File: src/rtl/hpdcache_sram_scrub_ctrl_if.sv
// Request, response, SRAM and status signals of the SRAM scrub controller.
// The controller takes the slave modport; the environment driving it takes master.
interface hpdcache_sram_scrub_ctrl_if #(
   parameter int unsigned ADDR_SIZE = 6,
   parameter int unsigned DATA_SIZE = 64,
   parameter int unsigned NDATA     = 1,
   parameter int unsigned CNT_WIDTH = 16
);
   localparam int unsigned W  = NDATA * DATA_SIZE;
   localparam int unsigned BE = W / 8;

   logic                 scrub_en_i;
   logic                 clr_i;
   logic                 req_valid_i;
   logic                 req_ready_o;
   logic                 req_we_i;
   logic [ADDR_SIZE-1:0] req_addr_i;
   logic [W-1:0]         req_wdata_i;
   logic [BE-1:0]        req_wbe_i;
   logic                 rsp_valid_o;
   logic [W-1:0]         rsp_rdata_o;
   logic [NDATA-1:0]     rsp_err_unc_o;
   logic                 sram_cs_o;
   logic                 sram_we_o;
   logic [ADDR_SIZE-1:0] sram_addr_o;
   logic [W-1:0]         sram_wdata_o;
   logic [BE-1:0]        sram_wbyteenable_o;
   logic [W-1:0]         sram_rdata_i;
   logic [NDATA-1:0]     sram_err_cor_i;
   logic [NDATA-1:0]     sram_err_unc_i;
   logic [CNT_WIDTH-1:0] cor_cnt_o;
   logic [CNT_WIDTH-1:0] unc_cnt_o;
   logic                 unc_valid_o;
   logic [ADDR_SIZE-1:0] unc_addr_o;

   modport slave (
      input  scrub_en_i, clr_i, req_valid_i, req_we_i, req_addr_i, req_wdata_i, req_wbe_i,
             sram_rdata_i, sram_err_cor_i, sram_err_unc_i,
      output req_ready_o, rsp_valid_o, rsp_rdata_o, rsp_err_unc_o,
             sram_cs_o, sram_we_o, sram_addr_o, sram_wdata_o, sram_wbyteenable_o,
             cor_cnt_o, unc_cnt_o, unc_valid_o, unc_addr_o
   );

   modport master (
      output scrub_en_i, clr_i, req_valid_i, req_we_i, req_addr_i, req_wdata_i, req_wbe_i,
             sram_rdata_i, sram_err_cor_i, sram_err_unc_i,
      input  req_ready_o, rsp_valid_o, rsp_rdata_o, rsp_err_unc_o,
             sram_cs_o, sram_we_o, sram_addr_o, sram_wdata_o, sram_wbyteenable_o,
             cor_cnt_o, unc_cnt_o, unc_valid_o, unc_addr_o
   );
endinterface

File: src/rtl/hpdcache_sram_scrub_ctrl.sv
// ECC SRAM front end: functional 1RW access arbitrated against a periodic scrub/writeback.
// Reads respond one cycle after accept; req_ready drops during scrub and when a scrub turns urgent.
module hpdcache_sram_scrub_ctrl #(
   parameter int unsigned ADDR_SIZE    = 6,
   parameter int unsigned DATA_SIZE    = 64,
   parameter int unsigned DEPTH        = 2**ADDR_SIZE,
   parameter int unsigned NDATA        = 1,
   parameter int unsigned SCRUB_PERIOD = 1024,
   parameter int unsigned CNT_WIDTH    = 16
) (
   input logic                        clk,
   input logic                        rst,
   hpdcache_sram_scrub_ctrl_if.slave  bus
);
   localparam int unsigned W  = NDATA * DATA_SIZE;
   localparam int unsigned BE = W / 8;
   localparam int unsigned TW = (SCRUB_PERIOD > 1) ? $clog2(SCRUB_PERIOD) : 1;
   localparam logic [TW-1:0]        RELOAD   = TW'(SCRUB_PERIOD - 1);
   localparam logic [ADDR_SIZE-1:0] LAST_ROW = ADDR_SIZE'(DEPTH - 1);

   typedef enum logic [1:0] {IDLE, RD_CHK, WB} state_t;

   state_t               state, state_n;
   logic [TW-1:0]        timer;
   logic                 pending, urgent, pending_n, urgent_n;
   logic                 ready_q, func_rd_q;
   logic [ADDR_SIZE-1:0] scrub_addr, rd_addr_q;
   logic [W-1:0]         wb_data_q;
   logic [CNT_WIDTH-1:0] cor_cnt, unc_cnt;
   logic                 unc_valid;
   logic [ADDR_SIZE-1:0] unc_addr;

   logic                 expire, scrub_go, accept, null_wr;
   logic                 any_cor, any_unc, rd_present, cor_hit, unc_hit;
   logic                 go_wb, scrub_done;
   logic                 sram_cs, sram_we;
   logic [ADDR_SIZE-1:0] sram_addr;
   logic [W-1:0]         sram_wdata;
   logic [BE-1:0]        sram_wbe;

   assign expire     = bus.scrub_en_i && (timer == '0);
   assign scrub_go   = (state == IDLE) && pending && bus.scrub_en_i && (!bus.req_valid_i || urgent);
   assign accept     = (state == IDLE) && bus.req_valid_i && ready_q && !scrub_go;
   // An all-zero-byte-enable write is accepted but never reaches the SRAM.
   assign null_wr    = bus.req_we_i && (bus.req_wbe_i == '0);
   assign any_cor    = |bus.sram_err_cor_i;
   assign any_unc    = |bus.sram_err_unc_i;
   assign rd_present = func_rd_q || (state == RD_CHK);
   assign cor_hit    = rd_present && any_cor && !any_unc;
   assign unc_hit    = rd_present && any_unc;
   assign go_wb      = (state == RD_CHK) && any_cor && !any_unc;
   assign scrub_done = ((state == RD_CHK) && !go_wb) || (state == WB);

   always_comb begin
      state_n   = state;
      pending_n = 1'b0;
      urgent_n  = 1'b0;
      case (state)
         IDLE:    if (scrub_go) state_n = RD_CHK;
         RD_CHK:  state_n = go_wb ? WB : IDLE;
         WB:      state_n = IDLE;
         default: state_n = IDLE;
      endcase
      // A fresh expiry re-arms pending even on the completion cycle.
      if (bus.scrub_en_i) begin
         pending_n = (pending && !scrub_done) || expire;
         urgent_n  = (urgent || (expire && pending)) && !scrub_done;
      end
   end

   always_comb begin
      sram_cs    = 1'b0;
      sram_we    = 1'b0;
      sram_addr  = '0;
      sram_wdata = '0;
      sram_wbe   = '0;
      if (state == WB) begin
         sram_cs    = 1'b1;
         sram_we    = 1'b1;
         sram_addr  = scrub_addr;
         sram_wdata = wb_data_q;
         sram_wbe   = '1;
      end else if (scrub_go) begin
         sram_cs    = 1'b1;
         sram_addr  = scrub_addr;
      end else if (accept && !null_wr) begin
         sram_cs    = 1'b1;
         sram_we    = bus.req_we_i;
         sram_addr  = bus.req_addr_i;
         sram_wdata = bus.req_wdata_i;
         sram_wbe   = bus.req_wbe_i;
      end
   end

   always_ff @(posedge clk or posedge rst) begin
      if (rst) begin
         state      <= IDLE;
         timer      <= RELOAD;
         pending    <= 1'b0;
         urgent     <= 1'b0;
         ready_q    <= 1'b0;
         func_rd_q  <= 1'b0;
         scrub_addr <= '0;
         rd_addr_q  <= '0;
         wb_data_q  <= '0;
         cor_cnt    <= '0;
         unc_cnt    <= '0;
         unc_valid  <= 1'b0;
         unc_addr   <= '0;
      end else begin
         state     <= state_n;
         pending   <= pending_n;
         urgent    <= urgent_n;
         ready_q   <= (state_n == IDLE) && !(pending_n && urgent_n);
         func_rd_q <= accept && !bus.req_we_i;
         timer     <= (!bus.scrub_en_i || expire) ? RELOAD : timer - TW'(1);
         if (sram_cs && !sram_we)
            rd_addr_q <= sram_addr;
         if (state == RD_CHK)
            wb_data_q <= bus.sram_rdata_i;
         if (scrub_done)
            scrub_addr <= (scrub_addr == LAST_ROW) ? '0 : scrub_addr + ADDR_SIZE'(1);
         if (bus.clr_i) begin
            cor_cnt   <= '0;
            unc_cnt   <= '0;
            unc_valid <= 1'b0;
            unc_addr  <= '0;
         end else begin
            if (cor_hit && (cor_cnt != '1))
               cor_cnt <= cor_cnt + CNT_WIDTH'(1);
            if (unc_hit && (unc_cnt != '1))
               unc_cnt <= unc_cnt + CNT_WIDTH'(1);
            if (unc_hit && !unc_valid) begin
               unc_valid <= 1'b1;
               unc_addr  <= rd_addr_q;
            end
         end
      end
   end

   assign bus.req_ready_o        = ready_q;
   assign bus.rsp_valid_o        = func_rd_q;
   assign bus.rsp_rdata_o        = func_rd_q ? bus.sram_rdata_i : '0;
   assign bus.rsp_err_unc_o      = func_rd_q ? bus.sram_err_unc_i : '0;
   assign bus.sram_cs_o          = sram_cs;
   assign bus.sram_we_o          = sram_we;
   assign bus.sram_addr_o        = sram_addr;
   assign bus.sram_wdata_o       = sram_wdata;
   assign bus.sram_wbyteenable_o = sram_wbe;
   assign bus.cor_cnt_o          = cor_cnt;
   assign bus.unc_cnt_o          = unc_cnt;
   assign bus.unc_valid_o        = unc_valid;
   assign bus.unc_addr_o         = unc_addr;
endmodule

File: src/flat_wrapper.sv
// flat-port wrapper written by rule: the top's interface ports become plain ports
module hpdcache_sram_scrub_ctrl_flat 
#(
   parameter int unsigned ADDR_SIZE    = 6,
   parameter int unsigned DATA_SIZE    = 64,
   parameter int unsigned DEPTH        = 2**ADDR_SIZE,
   parameter int unsigned NDATA        = 1,
   parameter int unsigned SCRUB_PERIOD = 1024,
   parameter int unsigned CNT_WIDTH    = 16
)
  (clk, rst, bus_scrub_en_i, bus_clr_i, bus_req_valid_i, bus_req_we_i, bus_req_addr_i, bus_req_wdata_i, bus_req_wbe_i, bus_sram_rdata_i, bus_sram_err_cor_i, bus_sram_err_unc_i, bus_req_ready_o, bus_rsp_valid_o, bus_rsp_rdata_o, bus_rsp_err_unc_o, bus_sram_cs_o, bus_sram_we_o, bus_sram_addr_o, bus_sram_wdata_o, bus_sram_wbyteenable_o, bus_cor_cnt_o, bus_unc_cnt_o, bus_unc_valid_o, bus_unc_addr_o);
  hpdcache_sram_scrub_ctrl_if #(.ADDR_SIZE(ADDR_SIZE), .DATA_SIZE(DATA_SIZE), .NDATA(NDATA), .CNT_WIDTH(CNT_WIDTH)) bus_i ();
  input logic clk;
  input logic rst;
  input wire logic [$bits(bus_i.scrub_en_i)-1:0] bus_scrub_en_i;
  input wire logic [$bits(bus_i.clr_i)-1:0] bus_clr_i;
  input wire logic [$bits(bus_i.req_valid_i)-1:0] bus_req_valid_i;
  input wire logic [$bits(bus_i.req_we_i)-1:0] bus_req_we_i;
  input wire logic [$bits(bus_i.req_addr_i)-1:0] bus_req_addr_i;
  input wire logic [$bits(bus_i.req_wdata_i)-1:0] bus_req_wdata_i;
  input wire logic [$bits(bus_i.req_wbe_i)-1:0] bus_req_wbe_i;
  input wire logic [$bits(bus_i.sram_rdata_i)-1:0] bus_sram_rdata_i;
  input wire logic [$bits(bus_i.sram_err_cor_i)-1:0] bus_sram_err_cor_i;
  input wire logic [$bits(bus_i.sram_err_unc_i)-1:0] bus_sram_err_unc_i;
  output wire logic [$bits(bus_i.req_ready_o)-1:0] bus_req_ready_o;
  output wire logic [$bits(bus_i.rsp_valid_o)-1:0] bus_rsp_valid_o;
  output wire logic [$bits(bus_i.rsp_rdata_o)-1:0] bus_rsp_rdata_o;
  output wire logic [$bits(bus_i.rsp_err_unc_o)-1:0] bus_rsp_err_unc_o;
  output wire logic [$bits(bus_i.sram_cs_o)-1:0] bus_sram_cs_o;
  output wire logic [$bits(bus_i.sram_we_o)-1:0] bus_sram_we_o;
  output wire logic [$bits(bus_i.sram_addr_o)-1:0] bus_sram_addr_o;
  output wire logic [$bits(bus_i.sram_wdata_o)-1:0] bus_sram_wdata_o;
  output wire logic [$bits(bus_i.sram_wbyteenable_o)-1:0] bus_sram_wbyteenable_o;
  output wire logic [$bits(bus_i.cor_cnt_o)-1:0] bus_cor_cnt_o;
  output wire logic [$bits(bus_i.unc_cnt_o)-1:0] bus_unc_cnt_o;
  output wire logic [$bits(bus_i.unc_valid_o)-1:0] bus_unc_valid_o;
  output wire logic [$bits(bus_i.unc_addr_o)-1:0] bus_unc_addr_o;
  assign bus_i.scrub_en_i = bus_scrub_en_i;
  assign bus_i.clr_i = bus_clr_i;
  assign bus_i.req_valid_i = bus_req_valid_i;
  assign bus_i.req_we_i = bus_req_we_i;
  assign bus_i.req_addr_i = bus_req_addr_i;
  assign bus_i.req_wdata_i = bus_req_wdata_i;
  assign bus_i.req_wbe_i = bus_req_wbe_i;
  assign bus_i.sram_rdata_i = bus_sram_rdata_i;
  assign bus_i.sram_err_cor_i = bus_sram_err_cor_i;
  assign bus_i.sram_err_unc_i = bus_sram_err_unc_i;
  assign bus_req_ready_o = bus_i.req_ready_o;
  assign bus_rsp_valid_o = bus_i.rsp_valid_o;
  assign bus_rsp_rdata_o = bus_i.rsp_rdata_o;
  assign bus_rsp_err_unc_o = bus_i.rsp_err_unc_o;
  assign bus_sram_cs_o = bus_i.sram_cs_o;
  assign bus_sram_we_o = bus_i.sram_we_o;
  assign bus_sram_addr_o = bus_i.sram_addr_o;
  assign bus_sram_wdata_o = bus_i.sram_wdata_o;
  assign bus_sram_wbyteenable_o = bus_i.sram_wbyteenable_o;
  assign bus_cor_cnt_o = bus_i.cor_cnt_o;
  assign bus_unc_cnt_o = bus_i.unc_cnt_o;
  assign bus_unc_valid_o = bus_i.unc_valid_o;
  assign bus_unc_addr_o = bus_i.unc_addr_o;
  hpdcache_sram_scrub_ctrl #(.ADDR_SIZE(ADDR_SIZE), .DATA_SIZE(DATA_SIZE), .DEPTH(DEPTH), .NDATA(NDATA), .SCRUB_PERIOD(SCRUB_PERIOD), .CNT_WIDTH(CNT_WIDTH)) u_core (.clk(clk), .rst(rst), .bus(bus_i));
endmodule
File: config.mk
export PLATFORM = sky130hd
export DESIGN_NAME = hpdcache_sram_scrub_ctrl_flat
export DESIGN_NICKNAME = d
export VERILOG_FILES = /design/src/rtl/hpdcache_sram_scrub_ctrl_if.sv /design/src/rtl/hpdcache_sram_scrub_ctrl.sv /design/src/flat_wrapper.sv
export SDC_FILE = /design/constraint.sdc
export NUM_CORES = 1
export LEC_CHECK = 0
export ABC_AREA = 1
export CAP_MARGIN = 20
export CORE_MARGIN = 2
export CORE_UTILIZATION = 46
export DETAILED_ROUTE_END_ITERATION = 6
export PLACE_DENSITY_LB_ADDON = 0.25
export SLEW_MARGIN = 30
export SYNTH_ARGS = -nofsm -noshare
export SYNTH_HDL_FRONTEND = slang
export SYNTH_SLANG_ARGS = --single-unit
File: constraint.sdc
create_clock -name clk -period 13 [get_ports clk]
set_input_delay 3.9 -clock clk [delete_from_list [all_inputs] [get_ports clk]]
set_output_delay 3.9 -clock clk [all_outputs]
set_load 0.02 [all_outputs]
# After elaboration in Yosys (flattened, before gate mapping)
# Index checks and enable logic that the tools add are counted.
# word_totals
register_bits	131
out_inout_bits	186
wordCells	103
# op_classes
addsub	4
n_eq_ne	5
muxes	32
reduce_logical	49
# ops
operator	n
$mux 64	4
$mux 16	4
$mux 6	6
$add 16x1->16 const B	2
$ne 16x16->1 const B	2
$logic_and 1x1->1	25
$mux 8	3
$logic_not 1->1	11
$mux 1	11
$logic_not 10->1	1
$mux 10	1
$sub 10x1->10 const B	1
$logic_not 8->1	1
$add 6x1->6 const B	1
$eq 6x6->1 const B	1
$logic_or 1x1->1	6
$reduce_bool 2->1	3
$logic_not 2->1	2
$mux 2	2
$pmux 2 s2	1
$eq 2x1->1 const B	1
$eq 2x2->1 const B	1

# Logic depth before layout (Yosys ltp)
# logic_depth
depth_word	13
ltp_mapped	12
ltp_nobuf	11

# Least setup slack after synthesis
# Ideal clock, no wire load.
# synth_path
path_type	input to output
from	input bus_scrub_en_i
to	output bus_sram_wdata_o[60]
t_arrival_ns	4.979
path_slack_ns	4.121
cell_stages	9
path_buffers	2
path_cell_list	nand2_1 inv_1 nand2_1 nand3_1 nor2_2 buf_2 buf_2 nand2_1 o21ai_0
# synth_via
elab_chain_len	8
# synth_lines
item	line	rtl
from (decl)	flat_wrapper.sv:15	input wire logic [$bits(bus_i.scrub_en_i)-1:0] bus_scrub_en_i;
$logic_and 1x1->1 * (2 in a row)	hpdcache_sram_scrub_ctrl.sv:42	assign scrub_go = (state == IDLE) && pending && bus.scrub_en_i && (!bus.req_valid_i || urgent);
$logic_not 1->1	hpdcache_sram_scrub_ctrl.sv:43	assign accept = (state == IDLE) && bus.req_valid_i && ready_q && !scrub_go;
$logic_and 1x1->1	hpdcache_sram_scrub_ctrl.sv:43	
$logic_and 1x1->1	hpdcache_sram_scrub_ctrl.sv:86	end else if (accept && !null_wr) begin
$mux 64	hpdcache_sram_scrub_ctrl.sv:86	
$mux 64 *	hpdcache_sram_scrub_ctrl.sv:83	end else if (scrub_go) begin
$mux 64 *	hpdcache_sram_scrub_ctrl.sv:77	if (state == WB) begin
to (decl)	flat_wrapper.sv:32	output wire logic [$bits(bus_i.sram_wdata_o)-1:0] bus_sram_wdata_o;
# Mark *: on every way between the ends. The rest lies on a longest branch, timed or not.

# Final worst setup path
# layout_path
from	input bus_scrub_en_i
to	output bus_sram_wbyteenable_o[6]
# layout_via
elab_chain_len	8
# layout_lines
item	line	rtl
$logic_and 1x1->1 * (2 in a row)	hpdcache_sram_scrub_ctrl.sv:42	
$logic_not 1->1	hpdcache_sram_scrub_ctrl.sv:43	
$logic_and 1x1->1	hpdcache_sram_scrub_ctrl.sv:43	
$logic_and 1x1->1	hpdcache_sram_scrub_ctrl.sv:86	
$mux 8	hpdcache_sram_scrub_ctrl.sv:86	
$mux 8 *	hpdcache_sram_scrub_ctrl.sv:83	
$mux 8 *	hpdcache_sram_scrub_ctrl.sv:77	
to (decl)	flat_wrapper.sv:33	output wire logic [$bits(bus_i.sram_wbyteenable_o)-1:0] bus_sram_wbyteenable_o;
# Marked as above.

==> results.txt <==
final-layout setup total negative slack - 0 ns
total core area - 15710 um^2
critical path endpoint category - primary output
internal power summed over all cells - 0.8393 mW
outcome - completed
number of synthesis warnings - 0
largest net degree at the start of global routing - 76
number of search-and-repair iterations in the first detailed-routing pass - 7
sequential fraction of the synthesis area - 44.82%
Detail Placement HPWL - 19510 um
# IOs - 336
count of routing violations after the opening detailed-route iteration - 631
Setup crit start kind - input port
post-detailed-routing wire length - 26370 um
Row Count - 46
number of endpoints failing setup at the final stage - 0
Slew Limit Headroom - 34.69%
total global routing overflow - 0
Vias/cell - 5.093
min-delay worst type - reg2reg
cell area reported after detailed placement - 10830 um^2
overall via count from detail_route - 7976
number of setup buffers added after CTS - 0
number of levels the H-tree was split into - 4
number of max-capacitance violations reported - 0
Clock Path Buffers - 2
fraction of power consumed by the clock network - 42.5%
Design Area, Final - 11420 um^2
Initial Util - 46.73%
clock-pin slew on the worst setup and hold paths - 0.05 ns
count of unique library cells instantiated by Yosys - 30
floorplan die area - 16990 um^2
post-route setup slack - 2.125 ns
unrepaired setup endpoints after global routing - false
Least-Margin Pin Slew - 0.9773 ns
register bit total from synthesis - 131
post-route minimum period - 10.88 ns
first-pass GRT wire length - 39380 um
proportion of netlist area held by the largest area contributor - 41.24%
main area contributors after synthesis - sky130_fd_sc_hd__dfrtp_1 (41%), sky130_fd_sc_hd__nand2_1 (22%), sky130_fd_sc_hd__a22o_1 (7.2%), sky130_fd_sc_hd__inv_1 (6.1%), sky130_fd_sc_hd__nand3_1 (4.3%)
Resized cells post-CTS - 0
dpl ws - 2.160 ns
share of layout cells above drive strength 1 - 4.670%
clock latency at the later pin of the worst-skew pair - 0.42 ns
Post-Synthesis Cells - 1020
kind of critical path - in2out
Clock Sink Count - 131
die extent in x - 130.3 um
top cell type by total area after synthesis - sky130_fd_sc_hd__dfrtp_1
DRC violation count after routing - 0
Post-Syn Area - 7342 um^2
Hold-fix buffers, CTS - 0
asr flop ratio synth - 100.0%
fin util - 72.68%
Die H - 130.3 um
Filler Cell Count - 1255
fin crit share - 83.65%
number of buffers created by CTS - 17
quantity of I/O buffers inserted on ports - 335
remaining number of nets flagged by the antenna check after routing - 0
logic gate share of total power - 17.7%
clock tree from TritonCTS - built
layout-stage area growth over the synthesis result - 55.54%
Pins Over Slew Limit - 0
last weighted congestion value of the routability-driven placer - 0.8998
global router's overall resource usage - 30.32%
sw power - 0.2886 mW
Final #Nets - 1491
Pleak - 5.636 nW
Final Hold Fails - 0
power per cell area - 98.77 nW/um^2
Arrival @ worst endpoint - 6.98 ns
part of the power in registers - 39.8%
via count of the first global-routing pass - 7411
prevailing post-synth register cell - sky130_fd_sc_hd__dfrtp_1
initial antenna violation count - 2
CP required - 9.10 ns
Worst Path Max Fanout - 41
clk_skew - 0.008990 ns
switching share of total power - 25.59%
VDD IR max - 94.02 uV
root buf cell - sky130_fd_sc_hd__clkbuf_16
EDFF count, synth - 0
average wire per standard cell - 16.84 um
number of nets in the synthesized netlist - 1175
Mean Syn Cell Area - 7.198 um^2
Highest Clock Rate - 91.95 MHz
==> critical path: stages <==
cell and delay (ns):
sky130_fd_sc_hd__clkdlybuf4s50_1 0.46, sky130_fd_sc_hd__nand2_1 0.08, sky130_fd_sc_hd__inv_1 0.05, sky130_fd_sc_hd__nand2_1 0.05, sky130_fd_sc_hd__nand3_1 0.18, sky130_fd_sc_hd__nor2_4 0.82
sky130_fd_sc_hd__buf_4 0.54, sky130_fd_sc_hd__nand2_1 0.16, sky130_fd_sc_hd__nand2_1 0.11, sky130_fd_sc_hd__clkdlybuf4s50_1 0.63
==> layout by cell type, fill, tap and decap left out, types with 2 or more instances in the layout <==
cell type / instances
sky130_fd_sc_hd__a21oi_1: 9
sky130_fd_sc_hd__a22o_1: 60
sky130_fd_sc_hd__buf_4: 5
sky130_fd_sc_hd__bufinv_16: 2
sky130_fd_sc_hd__clkbuf_1: 6
sky130_fd_sc_hd__clkbuf_16: 17
sky130_fd_sc_hd__clkbuf_8: 5
sky130_fd_sc_hd__clkdlybuf4s50_1: 335
sky130_fd_sc_hd__clkinv_2: 3
sky130_fd_sc_hd__dfrtp_1: 120
sky130_fd_sc_hd__dfstp_2: 10
sky130_fd_sc_hd__ha_1: 5
sky130_fd_sc_hd__inv_1: 118
sky130_fd_sc_hd__inv_2: 5
sky130_fd_sc_hd__nand2_1: 432
sky130_fd_sc_hd__nand2_2: 3
sky130_fd_sc_hd__nand3_1: 63
sky130_fd_sc_hd__nand3b_1: 2
sky130_fd_sc_hd__nand4_1: 19
sky130_fd_sc_hd__nor2_1: 54
sky130_fd_sc_hd__nor2_4: 3
sky130_fd_sc_hd__nor3_1: 7
sky130_fd_sc_hd__o21ai_0: 24
sky130_fd_sc_hd__o21ai_1: 13
sky130_fd_sc_hd__o21bai_1: 2
sky130_fd_sc_hd__or2_2: 5
sky130_fd_sc_hd__xor2_1: 14
==> area by class of cell <==
| type | instances | area, um^2 | share of cell area [%] |
|---|---|---|---|
| clock buffers | 28 | 516.7 | 4.525 |
| inverters | 125 | 475.5 | 4.163 |
| multi-input cells | 720 | 3388 | 29.67 |
| repair buffers | 341 | 3402 | 29.79 |
| diodes | 1 | 2.502 | 0.02191 |
| well taps | 216 | 270.3 | 2.367 |
| flip-flops and latches | 131 | 3294 | 28.85 |
| clock inverters | 4 | 70.07 | 0.6136 |
==> path summary, 6_finish.rpt <==
kind | from | end | slack (ns) | cells past startpoint
max | bus_scrub_en_i | bus_sram_wbyteenable_o[6] | 2.12 | 10
min | u_core.timer[0] | u_core.timer[0] | 0.45 | 1
max reg2reg | u_core.state[0] | u_core.rd_addr_q[1] | 9.96 | 8
min reg2reg | u_core.timer[0] | u_core.timer[0] | 0.45 | 1
max in group asynchronous | rst | u_core.bus.rsp_valid_o | 8.00 | 3
min in group asynchronous | rst | u_core.bus.cor_cnt_o[7] | 3.89 | 2
==> flip-flops by register name, summed over array words and instances, names as in the netlist, 2 cells and up <==
name / count
u_core.scrub_addr: 6
u_core.rd_addr_q: 6
u_core.bus.unc_addr_o: 6
u_core.bus.unc_cnt_o: 16
u_core.wb_data_q: 64
u_core.bus.cor_cnt_o: 16
u_core.timer: 10
u_core.state: 2
==> through the flow <==
step           hold WS [ns]  total power [mW]  instances
4_1_cts              0.4539             1.131       1565
5_1_grt              0.4842             1.163       1566
6_report             0.4502             1.128       1566
2_1_floorplan        0.4294            0.5368       1020
3_3_place_gp         0.4389            0.6519       1533
3_5_place_dp         0.4418            0.6542       1533
==> cells in the mapped netlist, types with 2 or more instances <==
cell and count:
sky130_fd_sc_hd__nand2_1 432, sky130_fd_sc_hd__dfrtp_1 121, sky130_fd_sc_hd__inv_1 119, sky130_fd_sc_hd__nand3_1 63
sky130_fd_sc_hd__a22o_1 60, sky130_fd_sc_hd__nor2_1 54, sky130_fd_sc_hd__clkbuf_1 25, sky130_fd_sc_hd__o21ai_0 24
sky130_fd_sc_hd__nand4_1 19, sky130_fd_sc_hd__xor2_1 14, sky130_fd_sc_hd__o21ai_1 13, sky130_fd_sc_hd__buf_2 10
sky130_fd_sc_hd__dfstp_2 10, sky130_fd_sc_hd__a21oi_1 9, sky130_fd_sc_hd__nor3_1 7, sky130_fd_sc_hd__ha_1 5
sky130_fd_sc_hd__inv_2 5, sky130_fd_sc_hd__or2_2 5, sky130_fd_sc_hd__buf_1 4, sky130_fd_sc_hd__nor2_2 4
sky130_fd_sc_hd__buf_6 3, sky130_fd_sc_hd__nand2_2 3, sky130_fd_sc_hd__buf_4 2, sky130_fd_sc_hd__nand3b_1 2
sky130_fd_sc_hd__o21bai_1 2
==> power groups by stage <==
stage,registers (mW),clock network (mW),logic (mW)
final,0.449,0.479,0.200
after global placement,0.455,0,0.197
after detailed placement,0.455,0,0.199
after floorplan,0.449,0,0.0876
after global routing,0.451,0.498,0.215
after CTS,0.449,0.482,0.200
==> cells by family (layout without fill, tap and decap cells) <==
kind of cell	Yosys count	count (layout)	synth area share (%)
adder cells (fa/ha/maj)	5	5	0.8521
flip-flops	131	131	44.82
buffers and inverters	169	498	9.236
AO/OA/AOI/OAI	109	109	10.60
AND/OR/NAND/NOR	591	591	32.70
XOR/XNOR	15	15	1.789
other	0	1	0
==> layer usage <==
metal  track usage, %  routed length (um)  vias up
met2            51.74               13220      360
met3            10.41                2364       55
met4            10.95                 800        2
met1            35.66                9964     3710
met5                0                  13        -
li1                 -                   -     3849
Power figures use the tool's default switching activity.
